`src/rtl/wb_csr_master.sv`:
```
// Wishbone classic slave that initiates CSR bus accesses, one transaction at a time.
// Define CSRBRG_SEL_RMW_EN to turn partial-byte writes into read-modify-write cycles.
module wb_csr_master #(
    parameter int READ_WAIT = 1
) (
    input  logic        sys_clk,
    input  logic        sys_rst,
    input  logic [31:0] wb_adr_i,
    input  logic [31:0] wb_dat_i,
    input  logic [3:0]  wb_sel_i,
    input  logic        wb_cyc_i,
    input  logic        wb_stb_i,
    input  logic        wb_we_i,
    output logic [31:0] wb_dat_o,
    output logic        wb_ack_o,
    output logic [14:0] csr_a,
    output logic        csr_we,
    output logic [31:0] csr_do,
    input  logic [31:0] csr_di
);

    typedef enum logic [2:0] {
        IDLE  = 3'd0,
        WRITE = 3'd1,
        READ  = 3'd2,
`ifdef CSRBRG_SEL_RMW_EN
        MERGE = 3'd4,
`endif
        ACK   = 3'd3
    } state_t;

    state_t      r_state;
    logic [3:0]  r_cnt;
    logic [31:0] r_dat_o;
    logic        r_ack;
    logic [14:0] r_a;
    logic        r_we;
    logic [31:0] r_do;

`ifdef CSRBRG_SEL_RMW_EN
    logic        r_rmw;
    logic [3:0]  r_sel;
    logic [31:0] w_merge;

    // r_do still carries the write data latched at accept time
    always_comb begin
        w_merge = csr_di;
        for (int b = 0; b < 4; b++)
            if (r_sel[b]) w_merge[8*b +: 8] = r_do[8*b +: 8];
    end

    logic w_unused;
    assign w_unused = ^{wb_adr_i[31:17], wb_adr_i[1:0]};
`else
    logic w_unused;
    assign w_unused = ^{wb_adr_i[31:17], wb_adr_i[1:0], wb_sel_i};
`endif

    always_ff @(posedge sys_clk) begin
        if (sys_rst) begin
            r_state <= IDLE;
            r_cnt   <= '0;
            r_dat_o <= '0;
            r_ack   <= 1'b0;
            r_a     <= '0;
            r_we    <= 1'b0;
            r_do    <= '0;
`ifdef CSRBRG_SEL_RMW_EN
            r_rmw   <= 1'b0;
            r_sel   <= '0;
`endif
        end else begin
            case (r_state)
                IDLE: begin
                    r_we  <= 1'b0;
                    r_ack <= 1'b0;
                    if (wb_cyc_i && wb_stb_i) begin
                        r_a  <= wb_adr_i[16:2];
                        r_do <= wb_dat_i;
                        if (wb_we_i) begin
`ifdef CSRBRG_SEL_RMW_EN
                            r_sel <= wb_sel_i;
                            if (wb_sel_i == 4'hF) begin
                                r_we    <= 1'b1;
                                r_ack   <= 1'b1;
                                r_state <= WRITE;
                            end else if (wb_sel_i == 4'h0) begin
                                r_ack   <= 1'b1;
                                r_state <= ACK;
                            end else begin
                                r_rmw   <= 1'b1;
                                r_cnt   <= 4'(READ_WAIT);
                                r_state <= READ;
                            end
`else
                            r_we    <= 1'b1;
                            r_ack   <= 1'b1;
                            r_state <= WRITE;
`endif
                        end else begin
`ifdef CSRBRG_SEL_RMW_EN
                            r_rmw   <= 1'b0;
`endif
                            r_cnt   <= 4'(READ_WAIT);
                            r_state <= READ;
                        end
                    end
                end
                WRITE: begin
                    r_we    <= 1'b0;
                    r_ack   <= 1'b0;
                    r_state <= IDLE;
                end
                READ: begin
                    // Master abort wins over completion: nothing is acked or written
                    if (!wb_cyc_i) begin
                        r_state <= IDLE;
                    end else if (r_cnt == 4'd0) begin
                        r_ack <= 1'b1;
`ifdef CSRBRG_SEL_RMW_EN
                        if (r_rmw) begin
                            r_do    <= w_merge;
                            r_we    <= 1'b1;
                            r_state <= MERGE;
                        end else begin
                            r_dat_o <= csr_di;
                            r_state <= ACK;
                        end
`else
                        r_dat_o <= csr_di;
                        r_state <= ACK;
`endif
                    end else begin
                        r_cnt <= r_cnt - 4'd1;
                    end
                end
`ifdef CSRBRG_SEL_RMW_EN
                MERGE: begin
                    r_we    <= 1'b0;
                    r_ack   <= 1'b0;
                    r_rmw   <= 1'b0;
                    r_state <= IDLE;
                end
`endif
                ACK: begin
                    r_ack   <= 1'b0;
                    r_state <= IDLE;
                end
                default: r_state <= IDLE;
            endcase
        end
    end

    assign wb_dat_o = r_dat_o;
    assign wb_ack_o = r_ack;
    assign csr_a    = r_a;
    assign csr_we   = r_we;
    assign csr_do   = r_do;

endmodule
```
`config.mk`:
```
export PLATFORM = sky130hd
export DESIGN_NAME = wb_csr_master
export DESIGN_NICKNAME = d
export VERILOG_FILES = /design/src/rtl/wb_csr_master.sv
export SDC_FILE = /design/constraint.sdc
export NUM_CORES = 1
export LEC_CHECK = 0
export ABC_CLOCK_PERIOD_IN_PS = 3000
export CAP_MARGIN = 20
export CORE_MARGIN = 1.5
export CORE_UTILIZATION = 42
export CTS_BUF_LIST = sky130_fd_sc_hd__clkbuf_4 sky130_fd_sc_hd__clkbuf_8
export CTS_CLUSTER_DIAMETER = 100
export DETAILED_ROUTE_END_ITERATION = 10
export PLACE_DENSITY = 0.88
export SETUP_SLACK_MARGIN = 0.15
export SYNTH_ARGS = -nofsm -noshare
export SYNTH_HDL_FRONTEND = slang
export SYNTH_SLANG_ARGS = --single-unit
```
`constraint.sdc`:
```
create_clock -name sys_clk -period 3 [get_ports sys_clk]
set_clock_uncertainty 0.15 [all_clocks]
set_input_delay 0.75 -clock sys_clk [delete_from_list [all_inputs] [get_ports sys_clk]]
set_output_delay 0.75 -clock sys_clk [all_outputs]
set_load 0.05 [all_outputs]
```
==> out/qor.yml <==
run_status:
  status: "finished, final reports clean"
synthesis:
  yosys_warnings: 0
  synth_nets: 498
  yosys.area.top_type: "dfxtp_1"
  netlist_area_sq_mm: 0.00316
  synthCells: 391
  synth_seq_cells: 87
  seq_area_frac_synth_pct: 55.1
  synth_cell_types: 29
  yosys-top-cells-area: "dfxtp_1 (55%), nand2_1 (19%), a21oi_1 (13%)"
  synth_top_area_share_pct: 55.1
  syn_area_per_cell_sq_um: 8.09
worst_hold_path:
  hp-class: "flip-flop to flip-flop"
cells_and_area:
  stdcell_area_sq_mm: 0.00503
  finalNetCount: 651
  mostFrequentLayoutCells: "clkdlybuf4s50_1 (163), nand2_1 (160), dfxtp_1 (87)"
  regArea_sq_mm: 0.00174
  final_cells: 648
  layout_commonest_cell: "clkdlybuf4s50_1"
  syn_to_final_growth_pct: 58.9
  fill_cells: 583
  layout-drive-gt1-share_pct: 5.10
  antenna_cells: 0
  multi_input_area_sq_mm: 0.00127
  postLayoutCoreUtil_pct: 69.3
global_route:
  antenna_found_initial: 0
  grt_max_degree: 60
  grt_pass1_wl_um: 14400
  grt_usage_pct: 22.0
  overflow: 0
  grt_pass1_vias: 3068
worst_setup_path:
  worst-path-buf-inv: 1
  slowest_stage: "clkdlybuf4s50_1"
  crit_type: "flip-flop to primary output"
  crit_family: "buffers and inverters"
  path_cells: "clkdlybuf4s50_1"
  start_kind: "flip-flop"
  cp.required_ps: 2100
  cp_max_fo: 2
  slowest_delay_ps: 820
  cp-end-kind: "primary output"
  cp_data_arrival_time_ps: 1530
drt:
  avgRoutedWirePerCell_um: 13.6
  ant_nets: 0
  drcViolationCount: 0
  dr.first_iter.drc_count: 150
  wl_met3_um: 466
  vias: 3153
  via_per_inst: 4.87
  first_pass_iters: 4
  drt-met1-wl_um: 3510
  routed_wl_um: 8820
  met2_length_um: 4500
  topRoutingLayerUsed: "met4"
power_and_ir_drop:
  power_frac_clock_pct: 30.1
  power.internal_mw: 1.69
  swShare_pct: 28.6
  power_density_mw_per_mm2: 470
  vdd_drop_max_mv: 0.263
  p_leak_nw: 1.73
  p_sw_uw: 675
  p_comb_share_pct: 18.4
  sequentialPowerShare_pct: 51.4
clocking:
  cts-htree-levels: 3
  path_clk_slew_ps: 80
  clock_sinks: 87
  post_cts_buffers: 0
  cts_max_path_buffers: 2
  ctsHoldBuffers: 0
  ctsRootBufferMaster: "clkbuf_8"
  insertion_delay_ps: 330
  cts_tree: "done"
  ctsResizeCount: 0
  cts_made_buffers: 9
timing:
  fmax_mhz: 412
  setup-violations-final: 0
  finalCriticalPeriod_ps: 2430
  max_slew_margin_pct: 62.8
  period_share_pct: 80.9
  drv_slew: 0
  rsz0062_at_grt: "no"
  tns_ps: 0
  hold_viol_final: 0
  worst_slew_pin_slew_ps: 556
floorplanning:
  core-area_sq_mm: 0.00725
  die_x_um: 89.8
  rows: 31
  start_util_pct: 43.6
  dieArea_sq_mm: 0.00806
  io_pins: 186
  die_y_um: 89.8
placed_design:
  portBuffers: 164
  dp_hpwl_um: 6350
  gp_congestion: 0.784
  placed_area_sq_mm: 0.00485
  dpl.cell_count: 632
job:
  cap_violations: 0
==> cell usage after synthesis <==
| master | count |
|---|---|
| a21oi_1 | 82 |
| clkbuf_1 | 15 |
| nand3b_1 | 2 |
| o22ai_2 | 1 |
| dfxtp_1 | 87 |
| inv_1 | 3 |
| nand2b_4 | 1 |
| nor3b_1 | 1 |
| nand3_1 | 2 |
| buf_2 | 5 |
| nand4bb_1 | 1 |
| buf_4 | 5 |
| o2bb2ai_1 | 1 |
| buf_6 | 3 |
| a32o_1 | 1 |
| a211oi_1 | 1 |
| o21ai_0 | 2 |
| nor3b_2 | 1 |
| nor2_1 | 3 |
| and3_1 | 1 |
| o32ai_1 | 1 |
| a31oi_1 | 1 |
| nor3_1 | 3 |
| nand2b_1 | 1 |
| nor2b_1 | 3 |
| ha_1 | 2 |
| nor4b_4 | 1 |
| nor4_1 | 1 |
| nand2_1 | 160 |
==> cell families after synthesis <==
| logic type | count (synthesis) | share of synthesized area, % |
|---|---|---|
| AND/OR/NAND/NOR | 181 | 24.0 |
| flip-flops | 87 | 55.1 |
| buffers and inverters | 31 | 5.18 |
| AO/OA/AOI/OAI | 90 | 15.0 |
| adder cells (fa/ha/maj) | 2 | 0.791 |
==> area by class of cell <==
type	count	share of cell area, %
clock buffers	9	2.46
repair buffers	170	34.0
multi-input cells	273	25.2
inverters	3	0.224
flip-flops and latches	87	34.7
clock inverters	7	0.996
well taps	99	2.46
==> power by group through the flow <==
stage	combinational [mW]	sequential, mW	clock [mW]
6_report	0.435	1.21	0.712
3_3_place_gp	0.428	1.24	0
3_5_place_dp	0.435	1.24	0
5_1_grt	0.459	1.22	0.797
2_1_floorplan	0.102	1.37	0
4_1_cts	0.437	1.22	0.733
==> worst paths after layout <==
kind / cells after the start / slack (ps) / startpoint / to
hold reg to reg: 2 / 310 / csr_do[11] / csr_do[11]
hold / removal: 2 / 310 / csr_do[11] / csr_do[11]
setup / recovery: 1 / 570 / csr_a[0] / csr_a[0]
setup reg to reg: 5 / 1140 / r_state[1] / wb_dat_o[8]
==> per-layer routing <==
metal  vias up  GRT usage [%]
li1       1577              -
met1      1438           24.9
met2       109           38.7
met3        29           5.75
met4         0           10.3
met5         -              0
==> through the flow <==
stage          hold WS, ps  power [mW]  setup slack [ps]
2_1_floorplan          334        1.47              1140
3_3_place_gp           291        1.67               581
3_5_place_dp           296        1.68               555
4_1_cts                306        2.39               546
5_1_grt                324        2.48               522
6_report               306        2.36               572
==> sequential cells by signal (all words and copies together) (netlist names) <==
register	flops
wb_ack_o	1
csr_a	15
csr_do	32
r_cnt	4
wb_dat_o	32
r_state	2
csr_we	1
Power figures use the tool's default switching activity.
